==> config.mk <==
export PLATFORM = sky130hd
export DESIGN_NAME = eu_speriph_plug_arbiter
export DESIGN_NICKNAME = d
export VERILOG_FILES = /design/src/rtl/eu_speriph_plug_arbiter_pkg.sv /design/src/rtl/eu_arb_owner_fifo.sv /design/src/rtl/eu_speriph_plug_arbiter.sv
export SDC_FILE = /design/constraint.sdc
export NUM_CORES = 1
export LEC_CHECK = 0
export ABC_CLOCK_PERIOD_IN_PS = 2710
export BUFFER_PORTS_ARGS = -buffer_cell sky130_fd_sc_hd__buf_2
export CAP_MARGIN = 15
export CORE_AREA = 2 2 119 121
export CTS_CLUSTER_SIZE = 8
export DETAILED_ROUTE_END_ITERATION = 7
export DIE_AREA = 0 0 121 123
export SLEW_MARGIN = 20
export SYNTH_ARGS = -nofsm -noshare
export SYNTH_HDL_FRONTEND = slang
export SYNTH_SLANG_ARGS = --single-unit
==> constraint.sdc <==
create_clock -name clk_i -period 2.71 [get_ports clk_i]
set_clock_uncertainty 0.2 [all_clocks]
set_input_delay 0.271 -clock clk_i [delete_from_list [all_inputs] [get_ports clk_i]]
set_output_delay 0.271 -clock clk_i [all_outputs]
set_load 0.005 [all_outputs]
==> src/rtl/eu_speriph_plug_arbiter_pkg.sv <==
`default_nettype none
// ============================================================================
// Module      : eu_speriph_plug_arbiter_pkg
// Description : Shared constants, types and helpers for the event-unit plug arbiter.
// Revision    : 1.0 - initial release
// ============================================================================
package eu_speriph_plug_arbiter_pkg;

    localparam int NB_CORES            = 4;
    localparam int NB_SPERIPH_PLUGS_EU = 2;
    localparam int EU_ID_WIDTH         = NB_CORES + 1;

    // Plug index type for the default cluster configuration.
    typedef logic [$clog2(NB_SPERIPH_PLUGS_EU)-1:0] plug_idx_t;

    // Index width that stays at least one bit for degenerate sizes.
    function automatic int idx_width(input int n);
        return (n > 1) ? $clog2(n) : 1;
    endfunction

endpackage
`default_nettype wire

==> src/rtl/eu_arb_owner_fifo.sv <==
`default_nettype none
// ============================================================================
// Module      : eu_arb_owner_fifo
// Description : Small in-order FIFO recording which plug owns each outstanding
//               transaction; head is the owner of the next response.
// Revision    : 1.0 - initial release
// ============================================================================
module eu_arb_owner_fifo
    import eu_speriph_plug_arbiter_pkg::*;
#(
    parameter int DEPTH = 2,
    parameter int WIDTH = 1
) (
    input  logic             clk,
    input  logic             rst,
    input  logic             i_push,
    input  logic             i_pop,
    input  logic [WIDTH-1:0] i_data,
    output logic             o_full,
    output logic             o_empty,
    output logic [WIDTH-1:0] o_head
);

    localparam int c_PTR_W = idx_width(DEPTH);
    localparam int c_CNT_W = $clog2(DEPTH + 1);
    localparam logic [c_PTR_W-1:0] c_LAST_PTR = c_PTR_W'(DEPTH - 1);
    localparam logic [c_CNT_W-1:0] c_DEPTH    = c_CNT_W'(DEPTH);

    logic [WIDTH-1:0]   r_mem [DEPTH];
    logic [c_PTR_W-1:0] r_wr_ptr;
    logic [c_PTR_W-1:0] r_rd_ptr;
    logic [c_CNT_W-1:0] r_count;
    logic               w_do_push;
    logic               w_do_pop;

    assign o_full    = (r_count == c_DEPTH);
    assign o_empty   = (r_count == '0);
    assign o_head    = r_mem[r_rd_ptr];
    assign w_do_push = i_push & ~o_full;
    assign w_do_pop  = i_pop & ~o_empty;

    always_ff @(posedge clk) begin
        if (rst) begin
            r_wr_ptr <= '0;
            r_rd_ptr <= '0;
            r_count  <= '0;
        end else begin
            if (w_do_push) begin
                r_mem[r_wr_ptr] <= i_data;
                r_wr_ptr        <= (r_wr_ptr == c_LAST_PTR) ? '0 : r_wr_ptr + c_PTR_W'(1);
            end
            if (w_do_pop) begin
                r_rd_ptr <= (r_rd_ptr == c_LAST_PTR) ? '0 : r_rd_ptr + c_PTR_W'(1);
            end
            // A simultaneous push and pop leaves occupancy unchanged.
            if (w_do_push && !w_do_pop) begin
                r_count <= r_count + c_CNT_W'(1);
            end else if (w_do_pop && !w_do_push) begin
                r_count <= r_count - c_CNT_W'(1);
            end
        end
    end

endmodule
`default_nettype wire

==> src/rtl/eu_speriph_plug_arbiter.sv <==
`default_nettype none
// ============================================================================
// Module      : eu_speriph_plug_arbiter
// Description : Round-robin arbiter sharing the event-unit slave port among the
//               speriph plugs, routing each response back to its issuing plug.
// Revision    : 1.0 - initial release
// ============================================================================
module eu_speriph_plug_arbiter
    import eu_speriph_plug_arbiter_pkg::*;
#(
    parameter int NB_PLUGS  = NB_SPERIPH_PLUGS_EU,
    parameter int ID_WIDTH  = EU_ID_WIDTH,
    parameter int MAX_OUTST = 2
) (
    input  logic                               clk_i,
    input  logic                               rst_i,
    input  logic [NB_PLUGS-1:0]                slv_req_i,
    input  logic [NB_PLUGS-1:0][31:0]          slv_add_i,
    input  logic [NB_PLUGS-1:0]                slv_wen_i,
    input  logic [NB_PLUGS-1:0][31:0]          slv_wdata_i,
    input  logic [NB_PLUGS-1:0][3:0]           slv_be_i,
    input  logic [NB_PLUGS-1:0][ID_WIDTH-1:0]  slv_id_i,
    output logic [NB_PLUGS-1:0]                slv_gnt_o,
    output logic [NB_PLUGS-1:0]                slv_r_valid_o,
    output logic [31:0]                        slv_r_rdata_o,
    output logic                               slv_r_opc_o,
    output logic [ID_WIDTH-1:0]                slv_r_id_o,
    output logic                               mst_req_o,
    output logic [31:0]                        mst_add_o,
    output logic                               mst_wen_o,
    output logic [31:0]                        mst_wdata_o,
    output logic [3:0]                         mst_be_o,
    output logic [ID_WIDTH-1:0]                mst_id_o,
    input  logic                               mst_gnt_i,
    input  logic                               mst_r_valid_i,
    input  logic [31:0]                        mst_r_rdata_i,
    input  logic                               mst_r_opc_i,
    input  logic [ID_WIDTH-1:0]                mst_r_id_i,
    output logic                               err_o
);

    localparam int c_IDX_W = idx_width(NB_PLUGS);
    localparam logic [c_IDX_W-1:0] c_LAST_PLUG = c_IDX_W'(NB_PLUGS - 1);

    logic [c_IDX_W-1:0] r_ptr;
    logic               r_lock;
    logic [c_IDX_W-1:0] r_lock_sel;
    logic               r_err;

    logic [c_IDX_W-1:0] w_scan_sel;
    logic [c_IDX_W:0]   w_cand;
    logic               w_found;
    logic [c_IDX_W-1:0] w_sel;
    logic               w_any_req;
    logic               w_full;
    logic               w_empty;
    logic               w_hs;
    logic               w_pop;
    logic [c_IDX_W-1:0] w_head;

    // Circular scan for the first requester at or after the pointer.
    always_comb begin
        w_scan_sel = r_ptr;
        w_found    = 1'b0;
        w_cand     = '0;
        for (int i = 0; i < NB_PLUGS; i++) begin
            w_cand = {1'b0, r_ptr} + (c_IDX_W+1)'(i);
            if (w_cand >= (c_IDX_W+1)'(NB_PLUGS)) begin
                w_cand = w_cand - (c_IDX_W+1)'(NB_PLUGS);
            end
            if (!w_found && slv_req_i[w_cand[c_IDX_W-1:0]]) begin
                w_scan_sel = w_cand[c_IDX_W-1:0];
                w_found    = 1'b1;
            end
        end
    end

    assign w_sel     = r_lock ? r_lock_sel : w_scan_sel;
    assign w_any_req = |slv_req_i;
    assign mst_req_o = w_any_req & ~w_full;
    assign w_hs      = mst_req_o & mst_gnt_i;
    assign w_pop     = mst_r_valid_i & ~w_empty;

    // Payload is forced to zero while idle so the port is quiet after reset.
    assign mst_add_o   = w_any_req ? slv_add_i[w_sel]   : '0;
    assign mst_wen_o   = w_any_req ? slv_wen_i[w_sel]   : 1'b0;
    assign mst_wdata_o = w_any_req ? slv_wdata_i[w_sel] : '0;
    assign mst_be_o    = w_any_req ? slv_be_i[w_sel]    : '0;
    assign mst_id_o    = w_any_req ? slv_id_i[w_sel]    : '0;

    always_comb begin
        slv_gnt_o     = '0;
        slv_r_valid_o = '0;
        if (w_hs) begin
            slv_gnt_o[w_sel] = 1'b1;
        end
        if (w_pop) begin
            slv_r_valid_o[w_head] = 1'b1;
        end
    end

    assign slv_r_rdata_o = mst_r_rdata_i;
    assign slv_r_opc_o   = mst_r_opc_i;
    assign slv_r_id_o    = mst_r_id_i;
    assign err_o         = r_err;

    always_ff @(posedge clk_i) begin
        if (rst_i) begin
            r_ptr      <= '0;
            r_lock     <= 1'b0;
            r_lock_sel <= '0;
            r_err      <= 1'b0;
        end else begin
            if (w_hs) begin
                r_ptr  <= (w_sel == c_LAST_PLUG) ? '0 : w_sel + c_IDX_W'(1);
                r_lock <= 1'b0;
            end else if (mst_req_o) begin
                r_lock     <= 1'b1;
                r_lock_sel <= w_sel;
            end
            if (mst_r_valid_i && w_empty) begin
                r_err <= 1'b1;
            end
        end
    end

    eu_arb_owner_fifo #(
        .DEPTH (MAX_OUTST),
        .WIDTH (c_IDX_W)
    ) u_owner_fifo (
        .clk     (clk_i),
        .rst     (rst_i),
        .i_push  (w_hs),
        .i_pop   (w_pop),
        .i_data  (w_sel),
        .o_full  (w_full),
        .o_empty (w_empty),
        .o_head  (w_head)
    );

    // A locked plug must keep requesting until it is granted.
    a_lock_hold: assert property (@(posedge clk_i) disable iff (rst_i)
        r_lock |-> slv_req_i[r_lock_sel]);

endmodule
`default_nettype wire

Yosys cells after proc, flatten, opt, wreduce, memory -nomap -nowiden
Memories as Yosys holds them, arrays and structs flattened. A register that Yosys moved wholly into a read port is not among the register bits.
Index checks and enable logic that the tools add are counted.
{"block": "word_totals", "memories": 1, "inputBits": 192, "wordCells": 88, "ramBits": 2, "out_inout_bits": 118, "ff_bits": 8}
{"block": "op_classes", "muxes": 41, "addsub": 8, "reduce_logical": 14, "bitwise": 8, "magnitude_cmp": 8, "n_eq_ne": 1}
{"memory": "u_owner_fifo.r_mem", "depth": 2, "width": 1, "rd": 1, "rd_clocked_by_memory_dff": 1, "write_ports": 1, "line": "eu_arb_owner_fifo.sv:29", "source": "logic [WIDTH-1:0] r_mem [DEPTH];"}
{"operator": "$mux W32", "count": 6}
{"operator": "$mux W1", "count": 23}
{"operator": "$mux W5", "count": 3}
{"operator": "$mux W4", "count": 3}
{"operator": "$lt A1 B2 Y1 const B", "count": 4}
{"operator": "$mux W2", "count": 4}
{"operator": "$logic_and A1 B1 Y1", "count": 6}
{"operator": "$and A1 B1 Y1", "count": 5}
{"operator": "$reduce_or A2 Y1", "count": 2}
{"operator": "$add A1 B1 Y1 const B", "count": 3}
{"operator": "$logic_not A1 Y1", "count": 3}
{"operator": "$not A1 Y1", "count": 3}
{"operator": "$add A1 B1 Y2 const B", "count": 1}
{"operator": "$add A2 B1 Y2 const B", "count": 1}
{"operator": "$demux W1 S1", "count": 2}
{"operator": "$eq A2 B2 Y1 const B", "count": 1}
{"operator": "$ge A1 B1 Y1 const B", "count": 2}
{"operator": "$ge A1 B2 Y1 const B", "count": 1}
{"operator": "$ge A2 B2 Y1 const B", "count": 1}
{"operator": "$logic_not A2 Y1", "count": 1}
{"operator": "$reduce_and A2 Y1", "count": 1}
{"operator": "$reduce_bool A2 Y1", "count": 1}
{"operator": "$sub A1 B1 Y1 const B", "count": 2}
{"operator": "$sub A2 B1 Y2 const B", "count": 1}

Logic depth before layout (Yosys ltp)
Gate-level depths: netlist of run 1.
{"block": "depth", "depth_word": 14, "mapped_depth": 8, "ltp_nobuf": 7}

Hierarchy
From an unflattened synthesis of run 1, not the netlist that was laid out.
{"block": "hier_totals", "cells_unflattened": 359, "hier_area_um2": 2124.5}
{"module": "eu_speriph_plug_arbiter", "cells_per_inst": 330, "area_each_um2": 1826.8, "seq_area_each_um2": 80.1, "n_inst": 1}
{"module": "eu_arb_owner_fifo", "cells_per_inst": 29, "area_each_um2": 297.8, "seq_area_each_um2": 160.2, "n_inst": 1}

Worst setup path after synthesis of run 1
No wires, ideal clock.
{"block": "synth_path", "path_kind": "register to register", "startpoint": "register u_owner_fifo.r_count[1]", "endpoint": "register u_owner_fifo.r_count[1]", "t_required_ns": 2.439, "setup_time_ns": 0.071, "n_path_buf": 1, "arrival_time_ns": 1.717, "setup_slack_ns": 0.723, "path_stages_with_launch": 8, "synth_period_minus_slack_ns": 1.987, "cell_sequence": "dfxtp_1 -> nor2b_2 -> or3b_1 -> buf_2 -> inv_2 -> ha_1 -> or3_1 -> a21oi_1"}
{"block": "synth_via", "elab_chain_cells": 8, "elab_cells_between_ends": 18, "classes_between": "add/sub: 2; eq/ne: 1; mux: 2; bitwise: 7; reduce/logical: 6"}
{"item": "start: declaration", "line": "eu_arb_owner_fifo.sv:32", "source": "logic [c_CNT_W-1:0] r_count;"}
{"item": "start signal: assignment", "line": "eu_arb_owner_fifo.sv:57", "source": "r_count <= r_count + c_CNT_W'(1);"}
{"item": "start signal: assignment", "line": "eu_arb_owner_fifo.sv:59", "source": "r_count <= r_count - c_CNT_W'(1);"}
{"item": "$eq A2 B2 Y1 (*)", "line": "eu_arb_owner_fifo.sv:36", "source": "assign o_full = (r_count == c_DEPTH);"}
{"item": "$not A1 Y1 (*)", "line": "eu_arb_owner_fifo.sv:39, eu_speriph_plug_arbiter.sv:80"}
{"item": "$and A1 B1 Y1", "line": "eu_speriph_plug_arbiter.sv:80", "source": "assign mst_req_o = w_any_req & ~w_full;"}
{"item": "$and A1 B1 Y1", "line": "eu_speriph_plug_arbiter.sv:81", "source": "assign w_hs = mst_req_o & mst_gnt_i;"}
{"item": "$and A1 B1 Y1 (*)", "line": "eu_arb_owner_fifo.sv:39", "source": "assign w_do_push = i_push & ~o_full;"}
{"item": "named net u_owner_fifo.w_do_push", "line": "eu_arb_owner_fifo.sv:33", "source": "logic w_do_push;"}
{"item": "$logic_not A1 Y1", "line": "eu_arb_owner_fifo.sv:58", "source": "end else if (w_do_pop && !w_do_push) begin"}
{"item": "$logic_and A1 B1 Y1", "line": "eu_arb_owner_fifo.sv:58"}
{"item": "$reduce_bool A2 Y1 (no line)"}
Mark *: on every way through the listed nets, which the timed path passes. The rest lies on a longest branch. The select of a mux whose other input is x is not followed.
A chain may end at the register's enable or synchronous reset.

Final worst setup path of run 1
{"block": "layout_path", "startpoint": "register r_ptr", "endpoint": "output mst_add_o[2]"}
{"block": "layout_via", "elab_chain_cells": 12, "elab_cells_between_ends": 20, "classes_between": "add/sub: 3; order compare: 2; mux: 13; reduce/logical: 2"}
{"item": "start: declaration", "line": "eu_speriph_plug_arbiter.sv:45", "source": "logic [c_IDX_W-1:0] r_ptr;"}
{"item": "start signal: assignment", "line": "eu_speriph_plug_arbiter.sv:115", "source": "r_ptr <= (w_sel == c_LAST_PLUG) ? '0 : w_sel + c_IDX_W'(1);"}
{"item": "$ge A1 B2 Y1 / $sub A1 B1 Y1 (equally long branches)", "line": "eu_speriph_plug_arbiter.sv:68, eu_speriph_plug_arbiter.sv:69"}
{"item": "$mux W1", "line": "eu_speriph_plug_arbiter.sv:68", "source": "if (w_cand >= (c_IDX_W+1)'(NB_PLUGS)) begin"}
{"item": "$mux W1 (not written as such) (2 in a row)", "line": "eu_speriph_plug_arbiter.sv:71", "source": "if (!w_found && slv_req_i[w_cand[c_IDX_W-1:0]]) begin"}
{"item": "$mux W1", "line": "eu_speriph_plug_arbiter.sv:71"}
{"item": "$logic_not A1 Y1", "line": "eu_speriph_plug_arbiter.sv:71"}
{"item": "$logic_and A1 B1 Y1", "line": "eu_speriph_plug_arbiter.sv:71"}
{"item": "$mux W1 (*)", "line": "eu_speriph_plug_arbiter.sv:71"}
{"item": "$mux W1 (*)", "line": "eu_speriph_plug_arbiter.sv:78", "source": "assign w_sel = r_lock ? r_lock_sel : w_scan_sel;"}
{"item": "$mux W32 (not written as such) (*) (2 in a row)", "line": "eu_speriph_plug_arbiter.sv:85", "source": "assign mst_add_o = w_any_req ? slv_add_i[w_sel] : '0;"}
{"item": "$mux W32 (*)", "line": "eu_speriph_plug_arbiter.sv:85"}
{"item": "end: declaration", "line": "eu_speriph_plug_arbiter.sv:29", "source": "output logic [31:0] mst_add_o,"}
Mark *: on every way between the ends. The rest lies on a longest branch, timed or not. The select of a mux whose other input is x is not followed.

==> results of run 1 <==
through the flow:
step	setup WS [ns]	power (mW)	util (%)	hold slack (ns)
2_1_floorplan	0.723	0.928	-	0.210
3_5_place_dp	0.562	1.34	23.4	0.263
6_report	0.342	1.59	24.0	0.0785
5_1_grt	0.188	1.75	24.0	0.112
3_3_place_gp	0.544	1.34	23.4	0.265
4_1_cts	0.338	1.61	24.0	0.0865
synth_stat cells (all sizes together):
library cell / count
nor3: 1
o21ai: 77
nor2: 15
nand2: 2
xor2: 4
clkbuf: 14
nand2b: 1
buf: 66
or3b: 1
ha: 1
o211a: 1
nand3: 75
inv: 4
o22ai: 1
a21oi: 76
and2: 1
nor2b: 3
edfxtp: 2
and3: 1
mux2i: 1
a211oi: 1
o211ai: 1
dfxtp: 9
or3: 1
report_power, final:
| part | total, mW | internal (mW) | switching [mW] |
|---|---|---|---|
| registers | 0.253 | 0.216 | 0.0367 |
| clock network | 0.268 | 0.197 | 0.0709 |
| logic | 1.07 | 0.499 | 0.572 |
layout make-up:
type	count	area, um^2	share of cell area (%)
antenna	1	2.50	0.0767
clock buffer	4	78.8	2.41
inverter	4	15.0	0.460
multi-input combinational	264	1400	42.9
sequential	11	240	7.36
tap	180	225	6.90
timing repair buffer	243	1300	39.9
worst register-to-register path: stages (launching register included):
cell and delay, ns:
dfxtp_1 0.43, nor2b_2 0.09, or3b_1 0.45, inv_2 0.10
ha_1 0.25, or3_1 0.37, a21oi_1 0.14
per-layer routing:
layer	part of all wire [%]	GRT usage, %	vias to the layer above
li1	-	-	1582
met1	39	14.5	1412
met2	49	22.7	187
met3	11	3.69	6
met4	0.97	2.47	0
met5	0	0	-
cell usage in the layout (no fill, tap or decap):
| cell type | n |
|---|---|
| o21ai_0 | 27 |
| or3_1 | 1 |
| nor2b_2 | 2 |
| buf_12 | 5 |
| ha_1 | 1 |
| nand2_2 | 1 |
| mux2i_1 | 1 |
| nor2_2 | 1 |
| nor2_1 | 12 |
| inv_2 | 2 |
| o22ai_1 | 1 |
| a211oi_1 | 1 |
| dfxtp_1 | 9 |
| edfxtp_1 | 2 |
| buf_2 | 233 |
| nor2b_1 | 1 |
| and2_2 | 1 |
| diode_2 | 1 |
| or3b_1 | 1 |
| nand3_1 | 75 |
| o211ai_4 | 1 |
| buf_4 | 5 |
| nand2_1 | 1 |
| clkbuf_1 | 1 |
| inv_1 | 2 |
| and3_1 | 1 |
| nor2_4 | 2 |
| clkbuf_16 | 3 |
| o211a_4 | 1 |
| nor3_1 | 1 |
| o21ai_1 | 50 |
| nand2b_1 | 1 |
| xor2_1 | 4 |
| a21oi_1 | 76 |
flip-flops by register name, indices dropped and copies added, names as in the netlist, named ones only:
signal                 count
r_ptr                      1
u_owner_fifo.r_count       2
r_lock                     1
u_owner_fifo.r_wr_ptr      1
u_owner_fifo.r_rd_ptr      1
err_o                      1
r_lock_sel                 1
u_owner_fifo.r_mem         2
logic make-up (layout without fill, tap and decap cells):
logic type               after synthesis  after routing  share of synthesized area, %
multiplexers                           1              1                         0.466
adder cells (fa/ha/maj)                1              1                         0.582
buffers and inverters                 84            251                          25.0
AND/OR/NAND/NOR                      101            101                          23.8
flip-flops                            11             11                          11.2
XOR/XNOR                               4              4                          1.63
other                                  0              1                             0
AO/OA/AOI/OAI                        157            157                          37.3
path summary, 6_finish.rpt:
kind | start | endpoint | slack [ns] | depth (start not counted)
worst max-delay path | r_ptr | mst_add_o[2] | 0.34 | 6
worst min-delay path | mst_r_valid_i | err_o | 0.08 | 3
worst max register to register | u_owner_fifo.r_count[0] | u_owner_fifo.r_count[1] | 0.60 | 6
worst min register to register | err_o | err_o | 0.26 | 2
==> results.yml, run 1 <==
pwr:
  peakVddDrop_uv: 239
  pwr_density_cell_nw_per_um2: 488
  power_leakage_nw: 1.67
cts:
  root_buffer: "clkbuf_16"
  cts_max_path_buffers: 2
  postCtsSetupBuffers: 0
  cts_hold_buf: 0
  cts_tree: "built"
  cts_resized: 0
  clock_latency_ns: 0.24
  cts_sinks: 11
  clk_pin_slew_worst_paths_ns: 0.04
  ctsHtreeMaxLevel: 1
  cts_buffers: 3
yosys:
  yosysWarnings: 0
  synth_top_area_cell: "a21oi_1"
  avgSynthCellArea_um2: 5.98
  ys_seq_area_share_pct: 11.2
  synth_cells: 359
  synth-seq-cells: 11
  synth_cell_types: 33
  synth.area.top_cells: "a21oi_1 18%, nand3_1 17%, buf_4 14%, o21ai_1 12%, dfxtp_1 8.4%"
  syn_area_um2: 2150
  synth_nets: 552
  synth_top_area_share_pct: 17.7
critical_path:
  crit_buf_inv: 2
  crit_chain: "nor2b_2 > o211a_4 > buf_4 > o21ai_1 > a21oi_1 > buf_2"
  critPathCaptureType: "output pin"
  critPathKind: "flop to output pin"
  crit_family: "compound AO/OA/AOI/OAI gates"
  worstSetupStartpointType: "flop"
  slowest_stage: "o211a_4"
  crit_fanout: 28
  required_ns: 2.24
  critPathArrivalTime_ns: 1.90
  cp_slowest_stage_delay_ns: 0.40
place:
  numPortBuffers: 233
  dp_hpwl_um: 8210
  place_area_um2: 3180
  placedCellCount: 702
  gp_congestion: 0.707
drt:
  detail_route.vias_per_cell: 4.51
  vias: 3187
  routed_wl_um: 10600
  ant_nets: 0
  drtIter0Drc: 118
  first_pass_iters: 4
  route.detailed.drc: 0
  wire_per_inst_um: 15.0
finish:
  drive_gt1_share_pct: 48.9
  final_area_um2: 3260
  fillers: 1569
  fin_cells: 707
  layout.nets: 720
  synthToLayoutAreaGrowth_pct: 52.0
sta:
  post-route-period-util_pct: 87.4
  post-route-min-period_ns: 2.37
  final-max-slew-violation-count: 0
  finalHoldViolCount: 0
  maxSlewHeadroom_pct: 44.7
  tns_ns: 0
  tightest_slew_ns: 0.829
  max_freq_mhz: 422
  report.final.setup_viol: 0
  rsz0062_at_grt: "no"
global_routing:
  overflow: 0
  grt_start_max_net_pins: 77
  grt_pass1_wl_um: 14800
  antenna_found_initial: 1
  grt_usage_pct: 12.5
  grt_pass1_vias: 2779
floorplan:
  die_x_um: 121
  fp-row-count: 43
  core_area_um2: 13600
  die_y_um: 123
  dieArea_um2: 14900
  num_io_pins: 310
  start_util_pct: 15.8
run_status:
  outcome: "finished, final reports clean"
run:
  max_cap_viol_count: 0
min_path:
  hold_class: "input port to flop"
No activity file was read; power rests on OpenSTA's default activity.
==> inputs of run 2 (changes only) <==
GPL_TIMING_DRIVEN = 0   (was unset)
==> run 2 against run 1 <==
Net effect:
- count of clock-buffer cells in the layout unchanged
- fmax increased by 2.5%
- combinational power increased by 9%
- critical path depth unchanged
- largest power group unchanged
- critical endpoint is now mst_add_o[10]
==> results.yml, run 2 (synthesis results as in run 1) <==
drt:
  drtIter0Drc: 130
  wire_per_inst_um: 14.6
  first_pass_iters: 4
  route.detailed.drc: 0
  routed_wl_um: 11900
  detail_route.vias_per_cell: 4.37
  vias: 3555
  ant_nets: 0
cts:
  cts_max_path_buffers: 2
  cts_hold_buf: 0
  cts_tree: "built"
  postCtsSetupBuffers: 0
  clk_pin_slew_worst_paths_ns: 0.04
  root_buffer: "clkbuf_16"
  ctsHtreeMaxLevel: 1
  cts_sinks: 11
  clock_latency_ns: 0.24
  cts_buffers: 3
  cts_resized: 0
floorplan:
  die_x_um: 121
  core_area_um2: 13600
  die_y_um: 123
  start_util_pct: 15.8
  fp-row-count: 43
  dieArea_um2: 14900
  num_io_pins: 310
critical_path:
  slowest_stage: "clkbuf_1"
  critPathKind: "flop to output pin"
  critPathCaptureType: "output pin"
  cp_slowest_stage_delay_ns: 0.41
  required_ns: 2.24
  crit_fanout: 10
  worstSetupStartpointType: "flop"
  crit_chain: "nand2_1 > buf_2 > clkbuf_1 > nand3_1 > a21oi_1 > buf_2"
  cpMostUsedCell: "buf_2"
  critPathArrivalTime_ns: 1.84
global_routing:
  grt.busiest_layer: "met2"
  met1_usage_pct: 17.7
  overflow: 0
  grt_pass1_wl_um: 16800
  grt_start_max_net_pins: 11
  met2_usage_pct: 25.5
  met3_usage_pct: 2.81
  grt_usage_pct: 14.1
  antenna_found_initial: 1
  grt_pass1_vias: 3296
finish:
  layout.nets: 827
  synthToLayoutAreaGrowth_pct: 77.2
  final_cell_mix: "289 x buf_2, 76 x a21oi_1, 75 x nand3_1, 50 x o21ai_1, 40 x buf_4"
  final_util_pct: 28.0
  drive_gt1_share_pct: 54.8
  fillers: 1557
  layout_commonest_cell: "buf_2"
  reg.largest.list: "u_owner_fifo.r_count (2), u_owner_fifo.r_mem (2)"
run_status:
  outcome: "finished, final reports clean"
place:
  gp_congestion: 0.750
  numPortBuffers: 270
  dp_hpwl_um: 9630
sta:
  rsz0062_at_grt: "no"
  max_freq_mhz: 433
  holdWs_ns: 0.0785
  post-route-min-period_ns: 2.31
  tightest_slew_ns: 0.703
  final-max-slew-violation-count: 0
  finalHoldViolCount: 0
  report.final.setup_viol: 0
  maxSlewHeadroom_pct: 53.2
  tns_ns: 0
  post-route-period-util_pct: 85.2
min_path:
  hold_class: "input port to flop"
pwr:
  finalPower_mw: 1.69
  pwr_density_cell_nw_per_um2: 445
  peakVddDrop_uv: 196
  power_leakage_nw: 2.08
run:
  max_cap_viol_count: 0
==> run 2: layout make-up <==
type	count	area, um^2	area share [%]
Clock buffer	4	78.8	2.07
Antenna cell	1	2.50	0.0657
Multi-Input combinational cell	264	1370	36.0
Timing Repair Buffer	270	1350	35.5
Sequential cell	11	240	6.31
Tap cell	180	225	5.92
Buffer	80	522	13.7
Inverter	4	15.0	0.394
==> run 2: power breakdown <==
part | internal [mW] | switching (mW) | leakage, nW
Clock | 0.197 | 0.0713 | 0.0382
Combinational | 0.563 | 0.608 | 1.95
Sequential | 0.216 | 0.0373 | 0.0930
Total | 0.976 | 0.717 | 2.08
==> run 2: through the flow <==
step                      cell area (um^2)  worst slack (ns)  instances
after floorplan                       2150             0.723        359
after global placement                3720             0.388        809
after detailed placement              3720             0.386        809
after CTS                             3800             0.380        813
after global routing                  3800             0.248        813
final                                 3810             0.400        814
==> run 2: worst max-delay path: cells and delay by family, from the launching register on <==
kind	cells	cell delay [ns]
compound gates	1	0.20
buf+inv	3	0.86
flops	1	0.32
simple gates	2	0.21
==> run 2: metal layers <==
| metal | share of wire (%) | wire (um) |
|---|---|---|
| met2 | 50 | 5950 |
| met4 | 0.35 | 42 |
| met5 | 0 | 0 |
| met1 | 41 | 4910 |
| met3 | 8.2 | 975 |
==> run 2: final timing paths <==
path                                         startpoint                 endpoint  slack (ns)  cells past startpoint
worst max-delay path                         r_lock_sel            mst_add_o[10]        0.40                      6
worst max register to register  u_owner_fifo.r_count[0]  u_owner_fifo.r_count[1]        0.57                      7
worst min-delay path                      mst_r_valid_i                    err_o        0.08                      3
worst min register to register                    err_o                    err_o        0.26                      2
